### config.mk
export PLATFORM = sky130hd
export DESIGN_NAME = ci_initiator
export DESIGN_NICKNAME = d
export VERILOG_FILES = /design/src/rtl/ci_pkg.sv /design/src/rtl/ci_cycle_counter.sv /design/src/rtl/ci_initiator.sv
export SDC_FILE = /design/constraint.sdc
export NUM_CORES = 1
export LEC_CHECK = 0
export ABC_AREA = 1
export BUFFER_PORTS_ARGS = -buffer_cell sky130_fd_sc_hd__buf_4
export CORE_MARGIN = 10
export CORE_UTILIZATION = 45
export CTS_BUF_LIST = sky130_fd_sc_hd__clkbuf_8 sky130_fd_sc_hd__clkbuf_16
export DETAILED_ROUTE_END_ITERATION = 16
export GPL_TIMING_DRIVEN = 0
export PLACE_DENSITY = 0.73
export SYNTH_ARGS = -nofsm -noshare
export SYNTH_HDL_FRONTEND = slang
export SYNTH_HIERARCHICAL = 1
export SYNTH_SLANG_ARGS = --single-unit
### constraint.sdc
create_clock -name i_clk -period 1.6 [get_ports i_clk]
set_input_delay 0.08 -clock i_clk [delete_from_list [all_inputs] [get_ports i_clk]]
set_output_delay 0.08 -clock i_clk [all_outputs]
set_load 0.02 [all_outputs]
### src/rtl/ci_pkg.sv
// Shared types and constants for the custom-instruction initiator.
package ci_pkg;

  localparam int CI_DATA_W = 32;
  localparam int CI_N_W    = 8;

  localparam logic [CI_DATA_W-1:0] CI_ERR_RESULT = 32'hDEADBEEF;

  typedef enum logic [1:0] {
    IDLE,
    ISSUE,
    WAIT,
    RESP
  } ci_state_e;

endpackage

### src/rtl/ci_cycle_counter.sv
// Saturating cycle counter with synchronous clear and an optional terminal-count flag.
module ci_cycle_counter #(
  parameter int LAT_W    = 16,
  parameter bit HAS_TC   = 1'b0,
  parameter int TC_VALUE = 1024
) (
  input  logic             i_clk,
  input  logic             i_rst_n,
  input  logic             i_clr,
  input  logic             i_en,
  output logic [LAT_W-1:0] o_count,
  output logic [LAT_W-1:0] o_count_inc,
  output logic             o_tc
);

  logic [LAT_W-1:0] r_count;

  assign o_count     = r_count;
  assign o_count_inc = (r_count == {LAT_W{1'b1}}) ? r_count : r_count + 1'b1;

  always_ff @(posedge i_clk or negedge i_rst_n) begin
    if (!i_rst_n)   r_count <= '0;
    else if (i_clr) r_count <= '0;
    else if (i_en)  r_count <= o_count_inc;
  end

  // tc flags the cycle in which the count reaches TC_VALUE, so the reported
  // latency on expiry equals TC_VALUE exactly.
  generate
    if (HAS_TC) begin : g_tc
      assign o_tc = i_en && (o_count_inc == LAT_W'(TC_VALUE));
    end else begin : g_no_tc
      assign o_tc = 1'b0;
    end
  endgenerate

endmodule

### src/rtl/ci_initiator.sv
// Multi-cycle custom-instruction initiator: one CI transaction per request, result + latency back.
// Optional abort of hung transactions when CI_INIT_TIMEOUT_EN is defined.
module ci_initiator
  import ci_pkg::*;
#(
  parameter int LAT_W          = 16,
  parameter int TIMEOUT_CYCLES = 1024
) (
  input  logic                 i_clk,
  input  logic                 i_reset_n,
  input  logic                 i_req_valid,
  output logic                 o_req_ready,
  input  logic [CI_DATA_W-1:0] i_req_dataa,
  input  logic [CI_DATA_W-1:0] i_req_datab,
  input  logic [CI_N_W-1:0]    i_req_n,
  output logic                 o_ci_clk_en,
  output logic                 o_ci_start,
  output logic [CI_DATA_W-1:0] o_ci_dataa,
  output logic [CI_DATA_W-1:0] o_ci_datab,
  output logic [CI_N_W-1:0]    o_ci_n,
  input  logic                 i_ci_done,
  input  logic [CI_DATA_W-1:0] i_ci_result,
  output logic                 o_rsp_valid,
  input  logic                 i_rsp_ready,
  output logic [CI_DATA_W-1:0] o_rsp_result,
  output logic                 o_rsp_err,
  output logic [LAT_W-1:0]     o_rsp_latency
);

  ci_state_e            r_state, w_state_nxt;
  logic                 r_ci_start, r_ci_clk_en, r_rsp_valid;
  logic [CI_DATA_W-1:0] r_ci_dataa, r_ci_datab, r_rsp_result;
  logic [CI_N_W-1:0]    r_ci_n;
  logic [LAT_W-1:0]     r_rsp_latency;
  logic                 w_cnt_clr, w_cnt_en, w_tc;
  logic [LAT_W-1:0]     w_count, w_count_inc;

`ifdef CI_INIT_TIMEOUT_EN
  localparam bit HAS_TIMEOUT = 1'b1;
`else
  localparam bit HAS_TIMEOUT = 1'b0;
`endif

  ci_cycle_counter #(
    .LAT_W    (LAT_W),
    .HAS_TC   (HAS_TIMEOUT),
    .TC_VALUE (TIMEOUT_CYCLES)
  ) u_cnt (
    .i_clk       (i_clk),
    .i_rst_n     (i_reset_n),
    .i_clr       (w_cnt_clr),
    .i_en        (w_cnt_en),
    .o_count     (w_count),
    .o_count_inc (w_count_inc),
    .o_tc        (w_tc)
  );

  always_comb begin
    w_state_nxt = r_state;
    w_cnt_clr   = 1'b0;
    w_cnt_en    = 1'b0;
    case (r_state)
      IDLE:  if (i_req_valid) w_state_nxt = ISSUE;
      ISSUE: begin
        w_cnt_clr   = 1'b1;
        w_state_nxt = WAIT;
      end
      WAIT: begin
        w_cnt_en = 1'b1;
        if (i_ci_done || w_tc) w_state_nxt = RESP;
      end
      RESP:  if (i_rsp_ready) w_state_nxt = IDLE;
      default: w_state_nxt = IDLE;
    endcase
  end

  // Strobes are registered from the next state so they line up with the state itself.
  always_ff @(posedge i_clk or negedge i_reset_n) begin
    if (!i_reset_n) begin
      r_state       <= IDLE;
      r_ci_start    <= 1'b0;
      r_ci_clk_en   <= 1'b0;
      r_rsp_valid   <= 1'b0;
      r_ci_dataa    <= '0;
      r_ci_datab    <= '0;
      r_ci_n        <= '0;
      r_rsp_result  <= '0;
      r_rsp_latency <= '0;
    end else begin
      r_state     <= w_state_nxt;
      r_ci_start  <= (w_state_nxt == ISSUE);
      r_ci_clk_en <= (w_state_nxt == ISSUE) || (w_state_nxt == WAIT);
      r_rsp_valid <= (w_state_nxt == RESP);
      if (r_state == IDLE && i_req_valid) begin
        r_ci_dataa <= i_req_dataa;
        r_ci_datab <= i_req_datab;
        r_ci_n     <= i_req_n;
      end
      if (r_state == WAIT && i_ci_done) begin
        r_rsp_result  <= i_ci_result;
        r_rsp_latency <= w_count_inc;
      end else if (r_state == WAIT && w_tc) begin
        r_rsp_result  <= CI_ERR_RESULT;
        r_rsp_latency <= w_count_inc;
      end
    end
  end

`ifdef CI_INIT_TIMEOUT_EN
  logic r_rsp_err;

  // Done has priority over expiry in the same cycle.
  always_ff @(posedge i_clk or negedge i_reset_n) begin
    if (!i_reset_n)                     r_rsp_err <= 1'b0;
    else if (r_state == WAIT && i_ci_done) r_rsp_err <= 1'b0;
    else if (r_state == WAIT && w_tc)   r_rsp_err <= 1'b1;
  end

  assign o_rsp_err = r_rsp_err;
`else
  assign o_rsp_err = 1'b0;
`endif

  assign o_req_ready   = (r_state == IDLE);
  assign o_ci_start    = r_ci_start;
  assign o_ci_clk_en   = r_ci_clk_en;
  assign o_ci_dataa    = r_ci_dataa;
  assign o_ci_datab    = r_ci_datab;
  assign o_ci_n        = r_ci_n;
  assign o_rsp_valid   = r_rsp_valid;
  assign o_rsp_result  = r_rsp_result;
  assign o_rsp_latency = r_rsp_latency;

endmodule

==> results of run 1 <==
-- per-stage QoR --
step / setup TNS [ns] / hold slack (ns) / cells
6_report: 0 / 0.01819 / 1278
5_1_grt: -0.09641 / 0.02637 / 1277
4_1_cts: 0 / 0.008703 / 1273
3_5_place_dp: -3.571 / 0.1151 / 1132
3_3_place_gp: -29.27 / 0.3112 / 1131
2_1_floorplan: 0 / -0.2156 / 725
-- path summary, 6_finish.rpt --
| check | to | slack [ns] | cells past startpoint |
|---|---|---|---|
| setup / recovery | o_rsp_latency[7] | 0.08 | 8 |
| hold / removal | o_ci_dataa[14] | 0.02 | 3 |
| setup reg to reg | o_rsp_latency[7] | 0.08 | 8 |
| hold reg to reg | o_rsp_result[22] | 0.47 | 2 |
| max in group asynchronous | o_rsp_result[22] | 0.61 | 3 |
| min in group asynchronous | u_cnt/o_count[1] | 0.21 | 2 |
-- placed cells by master, fill, tap and decap left out, drive strengths merged --
| master | synthesis | layout |
|---|---|---|
| dlygate4sd3 | 0 | 107 |
| o21bai | 1 | 1 |
| bufinv | 0 | 4 |
| xor2 | 3 | 3 |
| nand3 | 116 | 116 |
| nor2 | 35 | 35 |
| nand4 | 3 | 3 |
| ha | 3 | 3 |
| clkinv | 0 | 3 |
| buf | 37 | 273 |
| o211ai | 13 | 13 |
| or2 | 5 | 5 |
| conb | 2 | 2 |
| diode | 0 | 2 |
| nand2 | 306 | 306 |
| dfrtp | 141 | 141 |
| clkinvlp | 0 | 6 |
| and2 | 2 | 2 |
| clkbuf | 7 | 25 |
| inv | 30 | 31 |
| o21ai | 21 | 21 |
-- kinds of logic after synthesis --
kind of cell | count (synthesis) | share of synthesized area [%]
simple gates | 467 | 32.91
flops | 141 | 56.73
buf+inv | 74 | 5.834
compound gates | 35 | 3.380
xor+xnor | 3 | 0.4225
fa+ha+maj | 3 | 0.6036
other cells | 2 | 0.1207
-- synth_stat cells, types with 3 or more instances --
| library cell | number | area share, % |
|---|---|---|
| buf_4 | 8 | 0.97 |
| nand3_2 | 8 | 1.3 |
| buf_6 | 3 | 0.54 |
| inv_1 | 27 | 1.6 |
| or2_2 | 3 | 0.30 |
| buf_2 | 24 | 1.9 |
| xor2_1 | 3 | 0.42 |
| ha_1 | 3 | 0.60 |
| o211ai_1 | 13 | 1.6 |
| nand2_1 | 298 | 18 |
| clkbuf_1 | 7 | 0.42 |
| o21ai_1 | 15 | 1.2 |
| nand2_2 | 7 | 0.70 |
| nand3_1 | 106 | 8.5 |
| o21ai_0 | 6 | 0.48 |
| nor2_1 | 30 | 1.8 |
| nor2_4 | 3 | 0.54 |
| dfrtp_1 | 141 | 57 |
-- worst max-delay path, stage by stage, from the launching register on --
cell	delay [ns]
dfrtp_1	0.42
buf_4	0.15
nand2_1	0.06
nor2_2	0.13
nand2_2	0.11
xor2_1	0.16
or2_1	0.23
nand3_1	0.09
nand2_1	0.06
-- what timing repair did --
action | 4_1_cts | 5_1_grt
hold buffers | 106 | 1
endpoints found under the setup margin | 21 | 24
setup buffers | 4 | 3
resized for setup | 11 | 8
hold endpoints to repair | 168 | 1
pin swaps | 2 | 3
gates cloned | 0 | 0
-- layout make-up --
class,count,area [um2]
flip-flops and latches,141,3528
multi-input cells,510,2379
clock buffers,18,439.2
fillers,951,3385
clock inverters,14,192.7
diodes,2,5.005
well taps,176,220.2
repair buffers,345,2882
inverters,30,115.1
plain buffers,42,255.2
-- state kept, by name, summed over array words and instances, names as in the netlist --
name           cells
o_ci_n             8
r_state            2
u_cnt/o_count     16
o_rsp_valid        1
o_ci_dataa        32
o_rsp_result      32
o_ci_clk_en        1
o_rsp_latency     16
o_ci_datab        32
o_ci_start         1
-- layer usage --
layer / wire length [um] / vias up / global-route usage, %
met5: 0 / - / 0
met4: 1150 / 0 / 13.06
met3: 1657 / 67 / 5.717
met2: 11220 / 267 / 38.21
met1: 8297 / 3033 / 26.77
li1: - / 3045 / -
-- where the power goes --
group / switching, W / total (W) / internal [W]
registers: 0.000844 / 0.00580 / 0.00495
clock network: 0.00157 / 0.00422 / 0.00265
logic: 0.00494 / 0.00818 / 0.00324
==> metrics.txt, run 1 <==
DRT iter0 DRCs=approximately 480; clk slew on worst S/H paths=approximately 0.060 ns; final hold vios=0; total power=around 0.018 W; predominant post-synthesis flop cell=dfrtp_1; first-pass GRT wire length=~34 mm; min Tclk post-route=1.523 ns; DP Area=~0.0082 mm2; Die Area=0.01892 mm2; crit path launch=u_cnt/o_count[1]; crit end category=flip-flop; H-Tree Depth=4; # setup viols final=0; Ys Warns=6; initial antenna violation count=1; worst-margin pin slew=between 0.6 and 0.7 ns; Final Skew=approximately 0.0080 ns; Syn Inst Count=approximately 730; initial core utilization=46.41%; max_slew headroom=approximately three fifths; area delta synth->final=61.03%; Crit Path Category=flip-flop to flip-flop; final instance area=about 0.010 mm2; Routed Wire Length=between 20 and 25 mm; largest net degree at the start of global routing=slightly below 80; Core Rows=42; Worst-Skew Late Latency=between 0.4 and 0.5 ns; EDFF count, synth=0; Pleak=roughly 5.4 nW; layout cells sized above 1=a little under a third; post-DP HPWL=between 10 and 15 mm; worst r2r src=u_cnt/o_count[1]; worst endpoint required time=~1.9 ns; VDD IR max=about 1100 uV; vias per cell=5.017; #FFs+latches synth=roughly 140; TritonCTS clock tree=yes; number of port buffers=230; PwrDens=between 1500 and 2000 mW/mm2; core footprint=0.01340 mm2; Setup WS post-layout=0.07692 ns; Place WS=-0.2883 ns; vias after detailed routing=between 6000 and 7000; Inserted Clock Buffers=17; GPL Wtd Cong=0.8466; Post-route DRC=0; CTS Root Cell=clkbuf_16; total track usage=a little under a quarter; RSZ-0062 raised after global routing=true; Post-synth ARST share=100.0%; sequential cell area fraction in the yosys report=56.73%; Syn Std Cell Area=just over 0.006 mm2; Clock Path Buffers=2; TritonRoute pass-1 iters=6; crit share post-route=a little over nine tenths; max-slew violation count=0; crit path max fanout=4; Worst setup SP type=flip-flop; Hold Path Class=primary input to flip-flop; min-delay src=i_req_valid; Die Wd=137.6 um; Final Core Density=around 75%; syn_area_per_cell=about 8.6 um2; clk sink count=approximately 140; vias in the first global route=roughly 6400; Die Y-Extent=approximately 140 um; NumNets Final=~1200; I/O pin count=234; Congestion Overflow GR=0; WL/cell=~17 um; Arrival @ worst endpoint=around 1.8 ns; fmax=approximately 660 MHz; outcome=completed; max-cap viol count=0; Netlist cell types=31; Post-Syn Nets=about 840; Final ANT Viol Nets=0
Power figures use the tool's default switching activity.
==> inputs of run 2 (changes only) <==
--- a/config.mk
+++ b/config.mk
@@ -6,13 +6,12 @@
 export NUM_CORES = 1
 export LEC_CHECK = 0
 export ABC_AREA = 1
-export BUFFER_PORTS_ARGS = -buffer_cell sky130_fd_sc_hd__buf_4
 export CORE_MARGIN = 10
 export CORE_UTILIZATION = 45
 export CTS_BUF_LIST = sky130_fd_sc_hd__clkbuf_8 sky130_fd_sc_hd__clkbuf_16
 export DETAILED_ROUTE_END_ITERATION = 16
+export DONT_BUFFER_PORTS = 1
 export GPL_TIMING_DRIVEN = 0
-export PLACE_DENSITY = 0.73
 export SYNTH_ARGS = -nofsm -noshare
 export SYNTH_HDL_FRONTEND = slang
 export SYNTH_HIERARCHICAL = 1
==> metrics.txt, run 2 (synthesis results as in run 1) <==
WL/cell=18.20 um (+4.2%); most frequent cells in the layout=nand2_1, dfrtp_1, dlygate4sd3_1, nand3_1, inv_1; H-Tree Depth=4 (unchanged); clk sink count=141 (unchanged); Crit Path Category=flip-flop to output port; worst endpoint required time=1.52 ns (-0.39 ns); kind of cell adding the most delay to the critical path=flip-flops; fin cells=1050 (-18%); setup TNS=0 ns (unchanged); CTS Hold Bufs=106 (unchanged); Clock Path Buffers=2 (unchanged); min Tclk post-route=1.506 ns (-0.01724 ns); Arrival @ worst endpoint=1.43 ns (-0.40 ns); TritonRoute pass-1 iters=4 (-2); core footprint=0.01340 mm2 (unchanged); Final ANT Viol Nets=0 (unchanged); vias in the first global route=5443 (-15%); PwrDens=1880 mW/mm2 (+3.5%); crit share post-route=94.11% (-1.1 points); total track usage=19.53% (-3.5 points); number of port buffers=0 (-100%); Post-route DRC=0 (unchanged); Worst setup SP type=flip-flop; CP peak stage delay=0.44 ns (+0.02 ns); crit-path cells=nor2_4 > buf_4 > buf_4; Core Rows=42 (unchanged); slowest CP cell=dfrtp_2; vias after detailed routing=5461 (-15%); Die Y-Extent=137.6 um (unchanged); area delta synth->final=33.84%; max-slew violation count=0 (unchanged); post-DP HPWL=12.90 mm (-9.6%); final instance area=0.008324 mm2 (-17%); dpl cells=901 (-20%); Final Skew=0.008058 ns (+0.0001048 ns); Fin Hold WS=-0.6418 ns (-0.6600 ns); Worst-Skew Late Latency=0.42 ns (about the same); CP Buf/Inv Count=2 (+1); # setup viols final=0 (unchanged); VDD IR max=803.6 uV (-28%); vias per cell=5.201 (+3.7%); first-pass GRT wire length=29.29 mm (-14%); Crit path top cell by count=buf_4; GPL Wtd Cong=0.8495 (+0.34%); Hold Path Class=primary input to async pin; DRT iter0 DRCs=363 (-24%); max-cap viol count=0 (unchanged); NumNets Final=971 (-19%); RSZ-0062 raised after global routing=false; CTS Root Cell=clkbuf_16; outcome=finished, violations left; TritonCTS clock tree=yes; Die Area=0.01892 mm2 (unchanged); layout cells sized above 1=13.88% (-17 points); crit end category=output port; Inserted Clock Buffers=17 (unchanged); initial core utilization=46.41% (unchanged); commonest non-fill, non-tap cell in the layout=nand2_1; violated checks=negative hold slack; I/O pin count=234 (unchanged); clk slew on worst S/H paths=0.06 ns (about the same); fmax=664.1 MHz (+1.1%); final hold vios=141 (+141); Die Wd=137.6 um (unchanged); largest net degree at the start of global routing=142 (+82%); initial antenna violation count=1 (unchanged); DP Area=0.006440 mm2 (-21%); Routed Wire Length=19.11 mm (-14%); Pleak=4.287 nW (-20%); Congestion Overflow GR=0 (unchanged); crit path max fanout=10 (+6)
==> run 2: cell types whose count changed in the layout (fill, tap and decap cells not counted), moves of 2 or more <==
cell	previous run	this run
dfrtp_2	0	5
buf_6	7	5
nor2_2	5	2
dfrtp_1	141	136
clkinv_2	2	4
clkinvlp_4	6	3
buf_4	242	16
nor2_4	5	8
==> run 2: routing by layer <==
| metal | track usage, % | up-vias | wire length [um] |
|---|---|---|---|
| met4 | 9.602 | 0 | 646 |
| met1 | 23.39 | 2609 | 7232 |
| li1 | - | 2582 | - |
| met5 | 0 | - | 0 |
| met3 | 6.555 | 48 | 1831 |
| met2 | 30.87 | 222 | 9401 |
==> run 2: worst paths after layout <==
kind	end	slack, ns	from	cells past startpoint
max	o_req_ready	0.09	r_state[1]	3
max in group asynchronous	o_ci_n[7]	2.00	i_reset_n	0
max reg2reg	o_rsp_latency[5]	0.10	u_cnt/o_count[1]	7
min in group i_clk	o_ci_dataa[15]	0.05	i_req_valid	3
min	o_rsp_latency[10]	-0.64	i_reset_n	0
min reg2reg	u_cnt/o_count[8]	0.55	u_cnt/o_count[8]	2
==> run 2: layout make-up <==
class / instances / area (um2)
antenna: 2 / 5.005
buffer: 43 / 267.8
clock buffer: 19 / 452.9
clock inverter: 13 / 148.9
fill: 1096 / 5076
inverter: 30 / 117.6
multi-input combinational: 510 / 2420
sequential: 141 / 3535
tap: 176 / 220.2
timing repair buffer: 116 / 1157
==> run 2: metrics by stage <==
| step | worst slack, ns | total power [W] | utilization, % |
|---|---|---|---|
| floorplan | 0.08515 | 0.009877 | - |
| global placement | -0.2710 | 0.01093 | 48.06 |
| detailed placement | -0.2682 | 0.01111 | 48.06 |
| CTS | 0.002230 | 0.01554 | 61.03 |
| global route | 0.0001437 | 0.01654 | 62.10 |
| finish | 0.09416 | 0.01565 | 62.12 |
==> run 2: worst register-to-register path, delay by kind of cell (launching register included) <==
kind	cells	cell delay, ns
xor gates and xnor gates	1	0.09
and+or+nand+nor	5	0.76
buffers and inverters	1	0.14
DFF	1	0.40
==> run 2: what timing repair did <==
item / CTS / global route
resized for setup: 14 / 23
setup buffers: 4 / 5
setup endpoints to repair: 21 / 21
gates cloned: 0 / 1
hold endpoints to repair: 247 / 141
pin swaps: 2 / 2
==> run 2: power breakdown <==
group / leakage (nW) / internal, W / switching [W] / total [W]
sequential: 1.78 / 0.00495 / 0.00287 / 0.00782
combinational: 2.21 / 0.00152 / 0.00232 / 0.00385
clock: 0.297 / 0.00251 / 0.00147 / 0.00398
total: 4.29 / 0.00899 / 0.00666 / 0.0157
